## config.mk

```make
export PLATFORM = sky130hd
export DESIGN_NAME = button_conditioner
export DESIGN_NICKNAME = d
export VERILOG_FILES = /design/src/rtl/button_conditioner.sv
export SDC_FILE = /design/constraint.sdc
export NUM_CORES = 1
export LEC_CHECK = 0
export CAP_MARGIN = 20
export CORE_UTILIZATION = 55
export DETAILED_ROUTE_END_ITERATION = 12
export PLACE_DENSITY = 0.85
export SYNTH_ARGS = -nofsm -noshare
export SYNTH_HDL_FRONTEND = slang
export SYNTH_SLANG_ARGS = --single-unit
```

## constraint.sdc

```tcl
create_clock -name clk_100MHz -period 1.83 [get_ports clk_100MHz]
set_input_delay 0.366 -clock clk_100MHz [delete_from_list [all_inputs] [get_ports clk_100MHz]]
set_output_delay 0.366 -clock clk_100MHz [all_outputs]
set_load 0.02 [all_outputs]
```

## src/rtl/button_conditioner.sv

```systemverilog
// Push-button front end: per-button synchroniser, debouncer and press detector,
// plus a latched, mutually exclusive progressive/regressive direction mode.

module button_debounce_channel #(
    parameter int DEBOUNCE_CYCLES = 1_000_000,
    parameter int CNT_W           = 20
) (
    input  logic clk_i,
    input  logic rst_n_i,
    input  logic raw_i,
    output logic level_o,
    output logic press_o
);

    logic             sync1_q, sync2_q;
    logic             stable_q, stable_d;
    logic             stable_dly_q;
    logic             press_q, press_d;
    logic [CNT_W-1:0] cnt_q, cnt_d;

    // NOTE: sync1_q may go metastable; only sync2_q is ever consumed by logic.
    always_ff @(posedge clk_i or negedge rst_n_i) begin
        if (!rst_n_i) begin
            sync1_q      <= 1'b0;
            sync2_q      <= 1'b0;
            stable_q     <= 1'b0;
            stable_dly_q <= 1'b0;
            press_q      <= 1'b0;
            cnt_q        <= '0;
        end else begin
            sync1_q      <= raw_i;
            sync2_q      <= sync1_q;
            stable_q     <= stable_d;
            stable_dly_q <= stable_q;
            press_q      <= press_d;
            cnt_q        <= cnt_d;
        end
    end

    // NOTE: every always_comb output gets a default first so no latch is inferred.
    always_comb begin
        stable_d = stable_q;
        cnt_d    = '0;
        press_d  = stable_q & ~stable_dly_q;
        if (sync2_q != stable_q) begin
            if (cnt_q == CNT_W'(DEBOUNCE_CYCLES - 1)) begin
                stable_d = sync2_q;
            end else begin
                cnt_d = cnt_q + CNT_W'(1);
            end
        end
    end

    assign level_o = stable_q;
    assign press_o = press_q;

endmodule

module button_conditioner #(
    parameter int DEBOUNCE_CYCLES = 1_000_000,
    parameter int CNT_W           = 20
) (
    input  logic       clk_100MHz,
    input  logic       reset_n,
    input  logic       btn_start,
    input  logic       btn_prog,
    input  logic       btn_reg,
    input  logic       finish,
    output logic       start,
    output logic       progressive,
    output logic       regressive,
    output logic [2:0] btn_level
);

    typedef enum logic [1:0] {
        MODE_IDLE = 2'd0,
        MODE_PROG = 2'd1,
        MODE_REG  = 2'd2
    } mode_e;

    logic [2:0] raw;
    logic [2:0] press;
    mode_e      state_q, state_d;

    assign raw = {btn_reg, btn_prog, btn_start};

    for (genvar ch = 0; ch < 3; ch++) begin : g_chan
        button_debounce_channel #(
            .DEBOUNCE_CYCLES (DEBOUNCE_CYCLES),
            .CNT_W           (CNT_W)
        ) u_chan (
            .clk_i   (clk_100MHz),
            .rst_n_i (reset_n),
            .raw_i   (raw[ch]),
            .level_o (btn_level[ch]),
            .press_o (press[ch])
        );
    end

    always_ff @(posedge clk_100MHz or negedge reset_n) begin
        if (!reset_n) begin
            state_q <= MODE_IDLE;
        end else begin
            state_q <= state_d;
        end
    end

    // finish dominates; simultaneous prog/reg presses are treated as a conflict and ignored.
    always_comb begin
        state_d = state_q;
        if (finish) begin
            state_d = MODE_IDLE;
        end else if (press[1] && press[2]) begin
            state_d = state_q;
        end else if (press[1]) begin
            state_d = MODE_PROG;
        end else if (press[2]) begin
            state_d = MODE_REG;
        end
    end

    assign start       = press[0];
    assign progressive = (state_q == MODE_PROG);
    assign regressive  = (state_q == MODE_REG);

endmodule
```

==> results of run 1 <==
sequential cells by signal (all words and copies together) (netlist names):
| signal | cells |
|---|---|
| g_chan.u_chan.stable_dly_q | 3 |
| g_chan.u_chan.sync1_q | 3 |
| g_chan.u_chan.sync2_q | 3 |
| g_chan.u_chan.press_o | 3 |
| state_q | 2 |
| g_chan.u_chan.level_o | 3 |
| g_chan.u_chan.cnt_q | 60 |
cells by family (layout without fill, tap and decap cells):
group,after synthesis,after routing
and+or+nand+nor,165,165
DFF,77,77
xor gates and xnor gates,41,41
AOI/OAI and AO/OA,38,38
buffers and inverters,22,80
adders and majority gates,3,3
muxes,3,3
stage by stage:
step	instances	setup WS [ps]	utilization [%]	hold WS, ps	total power, mW
detailed placement	463	-25.5	65.9	336	1.92
global placement	463	42.2	65.9	335	1.91
global route	482	-26.3	70.0	353	3.24
finish	482	28.3	70.0	341	3.11
CTS	481	8.73	69.4	345	3.14
floorplan	349	-56.9	-	70.4	1.82
per-layer routing:
layer  vias to the layer above  track usage [%]  share of wire, %
met5                         -                0                 0
met4                         0             11.6               2.5
met3                        21             5.49               3.7
met2                        64             38.9                51
met1                      1367             28.8                43
li1                       1338                -                 -
cells in the final DEF (no fill, tap or decap), drive strengths merged:
| master | instances |
|---|---|
| a31o | 1 |
| nor4bb | 1 |
| o31ai | 6 |
| a21oi | 18 |
| o21ai | 13 |
| inv | 15 |
| mux2 | 3 |
| or4b | 1 |
| dlygate4sd2 | 2 |
| nand3 | 23 |
| dfrtp | 77 |
| dlymetal6s2s | 2 |
| or3 | 10 |
| or4 | 7 |
| xor2 | 26 |
| nor4 | 9 |
| xnor2 | 15 |
| ha | 3 |
| nand4 | 16 |
| and2 | 1 |
| buf | 43 |
| clkbuf | 9 |
| clkdlybuf4s50 | 6 |
| and4 | 6 |
| nor2b | 5 |
| clkinv | 2 |
| nor3 | 6 |
| nand3b | 1 |
| nor2 | 48 |
| nand4b | 3 |
| and3 | 8 |
| nor4b | 2 |
| dlygate4sd3 | 1 |
| nand2 | 18 |
worst max-delay path, delay by kind of cell, from the launching register on:
kind / cells / cell delay (ps)
compound gates: 1 / 150
flops: 1 / 410
simple gates: 3 / 1190
worst paths after layout:
check                                                     from                                   end  slack, ps  cells after the start
setup / recovery           g_chan[2].u_chan.cnt_q[3]$_DFF_PN0_  g_chan[2].u_chan.cnt_q[18]$_DFF_PN0_         30                      4
hold / removal              g_chan[1].u_chan.sync1_q$_DFF_PN0_    g_chan[1].u_chan.sync2_q$_DFF_PN0_        340                      0
hold reg to reg             g_chan[1].u_chan.sync1_q$_DFF_PN0_    g_chan[1].u_chan.sync2_q$_DFF_PN0_        340                      0
max in group asynchronous                              reset_n   g_chan[0].u_chan.cnt_q[9]$_DFF_PN0_        730                      3
setup reg to reg           g_chan[2].u_chan.cnt_q[3]$_DFF_PN0_  g_chan[2].u_chan.cnt_q[18]$_DFF_PN0_         30                      4
min in group asynchronous                              reset_n  g_chan[1].u_chan.cnt_q[14]$_DFF_PN0_        520                      2
power by group:
| group | leakage [nW] | switching, mW | internal, mW | total (mW) |
|---|---|---|---|---|
| logic | 0.748 | 0.0891 | 0.0594 | 0.149 |
| clock network | 0.0971 | 0.700 | 0.526 | 1.23 |
| registers | 1.05 | 0.0163 | 1.72 | 1.74 |
| total | 1.90 | 0.805 | 2.31 | 3.11 |
layout make-up:
| class | count | area (sq um) | area share, % |
|---|---|---|---|
| Inverter | 10 | 37.5 | 0.879 |
| Clock inverter | 7 | 63.8 | 1.49 |
| Clock buffer | 9 | 124 | 2.90 |
| Timing Repair Buffer | 54 | 455 | 10.7 |
| Tap cell | 75 | 93.8 | 2.20 |
| Multi-Input combinational cell | 250 | 1570 | 36.7 |
| Sequential cell | 77 | 1930 | 45.2 |
timing repair:
| item | in CTS | in global routing |
|---|---|---|
| gates resized for setup | 4 | 11 |
| hold buffers | 1 | 0 |
| pin swaps | 0 | 2 |
| endpoints found under the setup margin | 5 | 14 |
| buffers inserted | 1 | 1 |
| gates cloned | 0 | 0 |
| endpoints found under the hold margin | 19 | 0 |
cell usage after synthesis:
| library cell | count |
|---|---|
| sky130_fd_sc_hd__dfrtp_1 | 77 |
| sky130_fd_sc_hd__nor2_1 | 48 |
| sky130_fd_sc_hd__xor2_1 | 26 |
| sky130_fd_sc_hd__nand3_1 | 23 |
| sky130_fd_sc_hd__a21oi_1 | 18 |
| sky130_fd_sc_hd__nand2_1 | 18 |
| sky130_fd_sc_hd__nand4_1 | 15 |
| sky130_fd_sc_hd__xnor2_1 | 15 |
| sky130_fd_sc_hd__o21ai_0 | 12 |
| sky130_fd_sc_hd__inv_1 | 10 |
| sky130_fd_sc_hd__or3_1 | 10 |
| sky130_fd_sc_hd__nor4_1 | 9 |
| sky130_fd_sc_hd__and3_1 | 8 |
| sky130_fd_sc_hd__or4_1 | 7 |
| sky130_fd_sc_hd__and4_1 | 6 |
| sky130_fd_sc_hd__nor3_1 | 6 |
| sky130_fd_sc_hd__clkbuf_1 | 5 |
| sky130_fd_sc_hd__nor2b_1 | 5 |
| sky130_fd_sc_hd__o31ai_1 | 5 |
| sky130_fd_sc_hd__buf_2 | 4 |
| sky130_fd_sc_hd__buf_4 | 3 |
| sky130_fd_sc_hd__ha_1 | 3 |
| sky130_fd_sc_hd__mux2_2 | 3 |
| sky130_fd_sc_hd__nand4b_1 | 3 |
| sky130_fd_sc_hd__nor4b_1 | 2 |
| sky130_fd_sc_hd__a31o_2 | 1 |
| sky130_fd_sc_hd__and2_1 | 1 |
| sky130_fd_sc_hd__nand3b_1 | 1 |
| sky130_fd_sc_hd__nand4_4 | 1 |
| sky130_fd_sc_hd__nor4bb_1 | 1 |
| sky130_fd_sc_hd__o21ai_1 | 1 |
| sky130_fd_sc_hd__o31ai_2 | 1 |
| sky130_fd_sc_hd__or4b_2 | 1 |
==> impl_metrics.toml, run 1 <==
[grt]
grt_max_degree = 43
globalRouteOverflowTotal = 0
first_global_vias = 2684
grt_util_all_layers_pct = 23.5
number_of_antenna_violations_at_the_first_check_in_global_routing = 0
global_route_wire_length_before_repair_microns = 11800

[clock_tree]
clockRootBuffer = "sky130_fd_sc_hd__clkbuf_8"
clk_latency_ps = 360
clk_path_buf_depth = 2
numCtsBuffers = 9
cts_num_sinks = 77
cts_tree = "done"
clock_pin_slew_reported_for_the_worst_setup_and_hold_paths_after_clock_tree_synthesis_ps = 100
h-tree-depth = 3

[logic_synthesis]
sequential_share_of_the_synthesized_area_pct = 54.1
largest_area_contributor_in_the_netlist = "sky130_fd_sc_hd__dfrtp_1"
post_synth_xor_area_fraction_pct = 10.1
adder_cell_area_share_of_the_yosys_netlist_pct = 1.05
ys_types = 33
synthCells = 349
synth_top_area_share_pct = 54.1
synth_warnings = 0
post_synth_and_or_nand_nor_area_fraction_pct = 25.0
area_fraction_in_compound_gates_after_synthesis_pct = 6.01
avgSynthCellArea_sq_um = 10.2
synth.top_cells.by_area = "sky130_fd_sc_hd__dfrtp_1 54%, sky130_fd_sc_hd__xor2_1 6.4%, sky130_fd_sc_hd__nor2_1 5.1%, sky130_fd_sc_hd__xnor2_1 3.7%, sky130_fd_sc_hd__nand3_1 3.2%"
synthesis.area_sq_um = 3560
synth_top_family_by_area = "simple AND/OR/NAND/NOR gates"
synth.mux.area_fraction_pct = 0.949
synthesis.nets = 358
ys_seq_elements = 77

[cells_and_area]
antenna_cells = 0
non_filler_cell_area_final_sq_um = 4270
layout_nets = 411
final_layout_size_suffix_gt1_share_pct = 18.7
flow.area_growth_from_synthesis_pct = 19.9
filler_cell_count = 426

[setup_path]
critical_path.startpoint_type = "register"
critPathArrivalTime_ps = 2090
slowest_stage = "sky130_fd_sc_hd__or4_4"
crit_path_cell_trace = "nand4_4 > or4_4 > or4_1 > a21oi_1"
crit_type = "register to register"
cp_max_fo = 6
cp-end-kind = "register"
timing.critical_path.slowest_cell_delay_ps = 580
worstPathRequired_ps = 2120

[route]
wl_per_cell_microns = 15.0
drt_first_pass_iters = 4
drc_errors = 0
dr_total_vias = 2790
drt-initial-drc-count = 218
wirelength_microns = 7250
ant_nets = 0
vias_per_cell = 5.79

[die]
fp.coreArea_sq_um = 6100
dieArea_sq_um = 6800
rows = 28
die_h_microns = 82.5
io_pins = 12
die_w_microns = 82.5
initial_utilization_pct = 58.4

[timing]
fmaxAchievable_mhz = 555
hold_violations = 0
final_max_slew_viol_count = 0
skew_ps = 14.0
rsz0062_at_grt = "yes"
summed_negative_setup_slack_over_all_endpoints_ps = 0
final-setup-viol-count = 0
max_slew.worst_pin.slew_ps = 534
layout_worst_path_cycle_share_pct = 98.5
max-slew-margin-rel_pct = 64.1
final_period_minus_worst_setup_slack_ps = 1800

[power_and_ir_drop]
ir_drop_mv = 0.571
p_per_area_nw_per_um2 = 729
power.static_leakage_nw = 1.90

[flow_run]
maxCapViolations = 0

[min_path]
hold_path.class = "register to register"

[outcome]
status = "finished clean"

[placed_design]
placed_cell_area_sq_um = 4020
finalWeightedCongestion = 0.944
detailed_place_hpwl_microns = 4880
buffer_ports.inserted = 11
Note: power is estimated with default switching activity, not from simulation.
==> inputs of run 2 (changes only) <==
--- a/config.mk
+++ b/config.mk
@@ -8,7 +8,8 @@
 export CAP_MARGIN = 20
 export CORE_UTILIZATION = 55
 export DETAILED_ROUTE_END_ITERATION = 12
-export PLACE_DENSITY = 0.85
+export PLACE_DENSITY_LB_ADDON = 0.3
+export RECOVER_POWER = 50
 export SYNTH_ARGS = -nofsm -noshare
 export SYNTH_HDL_FRONTEND = slang
 export SYNTH_SLANG_ARGS = --single-unit
==> run 2 against run 1 <==
  * The run now ends with negative setup slack left
  * Routed wire length down 3.9%
  * Maximum frequency decreased by 1.5%
  * Clock power rose by 36%
  * Final area up 1.9%
  * Clock skew shrank 3.3 ps
  * Setup slack worse by 28 ps
  * Sequential power barely moved
  * Sequential share of layout area fell by 0.90 points
  * Die area did not move
  * Worst hold slack better by 9.4 ps
  * Critical endpoint unchanged
==> impl_metrics.toml, run 2 (synthesis results as in run 1) <==
[outcome]
status = "complete, but fails checks"
violations = "negative setup slack"

[cells_and_area]
filler_cell_count = 437
flow.area_growth_from_synthesis_pct = 22.2
instances_no_fill = 484
top_register = "g_chan.u_chan.cnt_q"
final_layout_size_suffix_gt1_share_pct = 18.8
non_filler_cell_area_final_sq_um = 4350
layout_nets = 413
antenna_cells = 0
layout.cells.most_common = "sky130_fd_sc_hd__dfrtp_1"
mostFrequentLayoutCells = "77 x sky130_fd_sc_hd__dfrtp_1, 48 x sky130_fd_sc_hd__nor2_1, 41 x sky130_fd_sc_hd__buf_4"
largest_reg_flops = 60

[power_and_ir_drop]
switching_share_pct = 20.5
power.combinational.fraction_pct = 4.1
p_per_area_nw_per_um2 = 818
ir_drop_mv = 0.641
cellInternalPower_mw = 2.83
seqPwrFrac_pct = 48.9
power.static_leakage_nw = 1.92
share_clk_of_total_power_pct = 47.1
power.net_switching_uw = 728

[route]
ant_nets = 0
drc_errors = 0
drt-initial-drc-count = 168
dr_total_vias = 2715
wl_per_cell_microns = 14.4
wirelength_microns = 6960
drt_first_pass_iters = 4
vias_per_cell = 5.61

[timing]
max_slew.worst_pin.slew_ps = 984
max-slew-margin-rel_pct = 34.4
final-setup-viol-count = 1
skew_ps = 10.7
hold_violations = 0
holdWs_ps = 351
rsz0062_at_grt = "yes"
fmaxAchievable_mhz = 546
layout_worst_path_cycle_share_pct = 100
final_max_slew_viol_count = 0
summed_negative_setup_slack_over_all_endpoints_ps = -0.0431
final_period_minus_worst_setup_slack_ps = 1830
final.setup.worst_slack_ps = -0.0431

[grt]
globalRouteOverflowTotal = 0
global_route_wire_length_before_repair_microns = 11900
grt.met1_usage_pct = 28.4
use_met3_pct = 7.36
groute.layer.met2.usage_pct = 41.1
number_of_antenna_violations_at_the_first_check_in_global_routing = 0
grt_most_used_layer = "met2"
grt_util_all_layers_pct = 23.8
grt_max_degree = 41
first_global_vias = 2701

[clock_tree]
clock_pin_slew_reported_for_the_worst_setup_and_hold_paths_after_clock_tree_synthesis_ps = 80
clk_latency_ps = 340
clk_path_buf_depth = 2
cts_num_sinks = 77
h-tree-depth = 3
cts_tree = "done"
clockRootBuffer = "sky130_fd_sc_hd__clkbuf_8"
numCtsBuffers = 9

[placed_design]
detailed_place_hpwl_microns = 4870
buffer_ports.inserted = 11
finalWeightedCongestion = 0.870
numPlacedInstances = 466
placed_cell_area_sq_um = 4040
preCtsSetupSlack_ps = 13.9

[setup_path]
crit_type = "register to register"
cp-end-kind = "register"
worstPathRequired_ps = 2100
reg2reg_setup_slack_ps = -0.04
cp_max_fo = 3
critical_path.startpoint_type = "register"
critPathArrivalTime_ps = 2100

[die]
dieArea_sq_um = 6800
io_pins = 12
fp.coreArea_sq_um = 6100
rows = 28
die_w_microns = 82.5
die_h_microns = 82.5
initial_utilization_pct = 58.4

[flow_run]
maxCapViolations = 0

[min_path]
hold_path.class = "register to register"
==> run 2: cell types whose count changed in the layout (fill, tap and decap cells not counted), moves of 2 or more <==
cell | before | now
sky130_fd_sc_hd__clkdlybuf4s50_1 | 6 | 4
sky130_fd_sc_hd__inv_6 | 4 | 1
sky130_fd_sc_hd__clkbuf_2 | 0 | 2
sky130_fd_sc_hd__dlygate4sd3_1 | 1 | 4
sky130_fd_sc_hd__bufinv_16 | 0 | 4
sky130_fd_sc_hd__dfrtp_2 | 2 | 0
sky130_fd_sc_hd__dfrtp_1 | 75 | 77
==> run 2: final timing paths <==
check,start,end,depth (start not counted)
max,g_chan[2].u_chan.cnt_q[4]$_DFF_PN0_,g_chan[2].u_chan.cnt_q[18]$_DFF_PN0_,4
min,g_chan[1].u_chan.sync1_q$_DFF_PN0_,g_chan[1].u_chan.sync2_q$_DFF_PN0_,0
max reg2reg,g_chan[2].u_chan.cnt_q[4]$_DFF_PN0_,g_chan[2].u_chan.cnt_q[18]$_DFF_PN0_,4
min reg2reg,g_chan[1].u_chan.sync1_q$_DFF_PN0_,g_chan[1].u_chan.sync2_q$_DFF_PN0_,0
max in group asynchronous,reset_n,g_chan[1].u_chan.cnt_q[4]$_DFF_PN0_,3
min in group asynchronous,reset_n,g_chan[1].u_chan.cnt_q[8]$_DFF_PN0_,2
==> run 2: metal layers <==
metal  part of all wire [%]  vias up  wire length, microns
met4                   0.66        0                    46
met1                     46     1320                  3170
met5                      0        -                     0
li1                       -     1345                     -
met2                     50       46                  3510
met3                    3.4        4                   235
==> run 2: what timing repair did <==
item                                    CTS  global route
endpoints found under the setup margin    4             6
gates resized for setup                   3             9
hold endpoints to repair                  3             0
pin swaps                                 0             5
hold buffers                              1             0
buffers inserted                          0             1
==> run 2: cell type report <==
class / instances / area (sq um) / share of cell area [%]
clock buffer: 9 / 124 / 2.85
clock inverter: 7 / 146 / 3.36
inverter: 10 / 37.5 / 0.863
multi-input combinational: 250 / 1570 / 36.1
sequential: 77 / 1930 / 44.3
tap: 75 / 93.8 / 2.16
timing repair buffer: 56 / 450 / 10.4
==> run 2: power groups by stage <==
stage          clock (mW)  sequential (mW)  combinational [mW]
2_1_floorplan           0             1.77              0.0510
3_3_place_gp            0             1.77               0.143
3_5_place_dp            0             1.77               0.148
4_1_cts              1.71             1.74               0.151
5_1_grt              1.79             1.74               0.165
6_report             1.67             1.74               0.145
==> run 2: metrics by stage <==
| step | power (mW) | utilization [%] |
|---|---|---|
| floorplan | 1.82 | - |
| global placement | 1.91 | 66.3 |
| detailed placement | 1.92 | 66.3 |
| CTS | 3.60 | 70.9 |
| global route | 3.69 | 71.4 |
| finish | 3.56 | 71.4 |
==> run 2: critical path, cell delays in order (launching register included) <==
cell and delay (ps):
sky130_fd_sc_hd__dfrtp_1 400, sky130_fd_sc_hd__nand4_4 120, sky130_fd_sc_hd__or4_4 550, sky130_fd_sc_hd__or4_1 520, sky130_fd_sc_hd__a21oi_2 160
==> inputs of run 3 (changes only) <==
--- a/config.mk
+++ b/config.mk
@@ -6,7 +6,9 @@
 export NUM_CORES = 1
 export LEC_CHECK = 0
 export CAP_MARGIN = 20
+export CORE_MARGIN = 2
 export CORE_UTILIZATION = 55
+export CTS_BUF_LIST = sky130_fd_sc_hd__clkbuf_16
 export DETAILED_ROUTE_END_ITERATION = 12
 export PLACE_DENSITY_LB_ADDON = 0.3
 export RECOVER_POWER = 50
==> run 3 against run 2 <==
  * The flow now finishes without violations
  * Clock skew is 3.7 ps lower
  * Count of clock-buffer cells in the layout is the same
  * Non-clock buffer count is 2 higher
  * Core utilization fell by 1.8 points
  * Total power up 3.7%
  * Critical path type unchanged
  * Critical endpoint is now g_chan[2].u_chan.cnt_q[16]$_DFF_PN0_
==> impl_metrics.toml, run 3 (synthesis results as in run 1) <==
[cells_and_area]
mostFrequentLayoutCells = "77 x sky130_fd_sc_hd__dfrtp_1, 47 x sky130_fd_sc_hd__nor2_1, 46 x sky130_fd_sc_hd__buf_4"
layout.cells.most_common = "sky130_fd_sc_hd__dfrtp_1"
final_core_util_pct = 69.6
largest_reg_flops = 60
antenna_cells = 0
layout_nets = 415
top_register = "g_chan.u_chan.cnt_q"
flow.area_growth_from_synthesis_pct = 23.4
filler_cell_count = 465
final_layout_size_suffix_gt1_share_pct = 18.0

[timing]
layout_worst_path_cycle_share_pct = 97.5
final.setup.worst_slack_ps = 46.1
final-setup-viol-count = 0
max_slew.worst_pin.slew_ps = 896
final_max_slew_viol_count = 0
skew_ps = 6.94
hold_violations = 0
fmaxAchievable_mhz = 561
summed_negative_setup_slack_over_all_endpoints_ps = 0
max-slew-margin-rel_pct = 40.3
final_period_minus_worst_setup_slack_ps = 1780
rsz0062_at_grt = "yes"

[route]
drt-initial-drc-count = 280
wl_per_cell_microns = 13.9
ant_nets = 0
vias_per_cell = 5.61
wirelength_microns = 6790
drt_first_pass_iters = 4
dr_total_vias = 2731
drc_errors = 0

[clock_tree]
clock_pin_slew_reported_for_the_worst_setup_and_hold_paths_after_clock_tree_synthesis_ps = 60
clockRootBuffer = "sky130_fd_sc_hd__clkbuf_16"
cts_num_sinks = 77
cts_tree = "done"
clk_path_buf_depth = 2
h-tree-depth = 3
clk_latency_ps = 330
numCtsBuffers = 9
postCtsHoldBufs = 0

[die]
dieArea_sq_um = 7130
die_h_microns = 84.5
rows = 29
initial_utilization_pct = 56.4
die_w_microns = 84.5
fp.coreArea_sq_um = 6310
io_pins = 12

[setup_path]
critPathArrivalTime_ps = 2040
worstPathRequired_ps = 2080
cp-end-kind = "register"
critical_path.startpoint_type = "register"
cp_max_fo = 6
critical_r2r_capture = "g_chan[2].u_chan.cnt_q[16]$_DFF_PN0_"
crit_type = "register to register"
origin_of_the_critical_flop_to_flop_path = "g_chan[2].u_chan.cnt_q[2]$_DFF_PN0_"
reg2reg_setup_slack_ps = 50
worst-r2r-cell-count = 5

[grt]
first_global_vias = 2732
grt_util_all_layers_pct = 20.8
global_route_wire_length_before_repair_microns = 12000
globalRouteOverflowTotal = 0
number_of_antenna_violations_at_the_first_check_in_global_routing = 0
grt_max_degree = 39

[outcome]
status = "finished clean"

[placed_design]
detailed_place_hpwl_microns = 4670
preCtsSetupSlack_ps = 32.5
finalWeightedCongestion = 0.842
buffer_ports.inserted = 11

[power_and_ir_drop]
ir_drop_mv = 0.585
p_per_area_nw_per_um2 = 840
power.static_leakage_nw = 1.92

[min_path]
hold_path.class = "primary input to async pin"

[flow_run]
maxCapViolations = 0
run 3: cell types whose count changed in the layout (fill, tap and decap cells not counted), moves of 3 or more:
cell | previous run | this run
sky130_fd_sc_hd__buf_4 | 41 | 46
sky130_fd_sc_hd__clkbuf_16 | 0 | 9
sky130_fd_sc_hd__clkbuf_8 | 9 | 0
sky130_fd_sc_hd__clkinv_1 | 0 | 3
run 3: what timing repair did:
action,in CTS,in global routing
gates resized for setup,2,7
buffers inserted,0,2
pin swaps,0,3
setup endpoints to repair,2,21
run 3: critical path, cell delays in order (launching register included):
cell and delay (ps):
sky130_fd_sc_hd__dfrtp_1 400, sky130_fd_sc_hd__nand4_4 120, sky130_fd_sc_hd__or4_4 540, sky130_fd_sc_hd__buf_4 170, sky130_fd_sc_hd__or3_1 350, sky130_fd_sc_hd__a21oi_1 130
run 3: power by group:
part	total (mW)	internal (mW)	switching [mW]
sequential	1.75	1.73	0.0194
combinational	0.141	0.0547	0.0862
clock	1.80	1.17	0.632
run 3: worst max path at each step:
stage / start / depth (start not counted) / end
after global routing: g_chan[0].u_chan.cnt_q[18]$_DFF_PN0_ / 5 / g_chan[0].u_chan.cnt_q[19]$_DFF_PN0_
after global placement: g_chan[2].u_chan.cnt_q[3]$_DFF_PN0_ / 5 / g_chan[2].u_chan.cnt_q[14]$_DFF_PN0_
after detailed placement: g_chan[2].u_chan.cnt_q[3]$_DFF_PN0_ / 5 / g_chan[2].u_chan.cnt_q[14]$_DFF_PN0_
after floorplan: g_chan[2].u_chan.cnt_q[3]$_DFF_PN0_ / 5 / g_chan[2].u_chan.cnt_q[18]$_DFF_PN0_
after CTS: g_chan[2].u_chan.cnt_q[8]$_DFF_PN0_ / 5 / g_chan[2].u_chan.cnt_q[13]$_DFF_PN0_
final: g_chan[2].u_chan.cnt_q[2]$_DFF_PN0_ / 5 / g_chan[2].u_chan.cnt_q[16]$_DFF_PN0_
run 3: layer usage:
layer | GRT usage [%] | vias up | part of all wire (%)
met5 | 0 | - | 0
met4 | 7.65 | 0 | 1.5
met3 | 4.23 | 9 | 2.2
met2 | 35.2 | 33 | 50
met1 | 26.6 | 1342 | 47
li1 | - | 1347 | -
run 3: layout make-up:
type / count / area [sq um] / area share, %
flip-flops and latches: 77 / 1930 / 43.9
multi-input cells: 250 / 1580 / 35.9
repair buffers: 58 / 453 / 10.3
clock buffers: 9 / 225 / 5.13
well taps: 77 / 96.3 / 2.19
clock inverters: 6 / 78.8 / 1.79
inverters: 10 / 37.5 / 0.854
run 3: per-stage QoR:
stage,instances,cell area [sq um],power (mW),hold slack (ps)
after floorplan,349,3560,1.82,70.4
after global placement,470,4060,1.91,334
after detailed placement,470,4060,1.92,338
after CTS,485,4360,3.73,11.2
after global routing,487,4390,3.81,260
final,487,4390,3.69,158
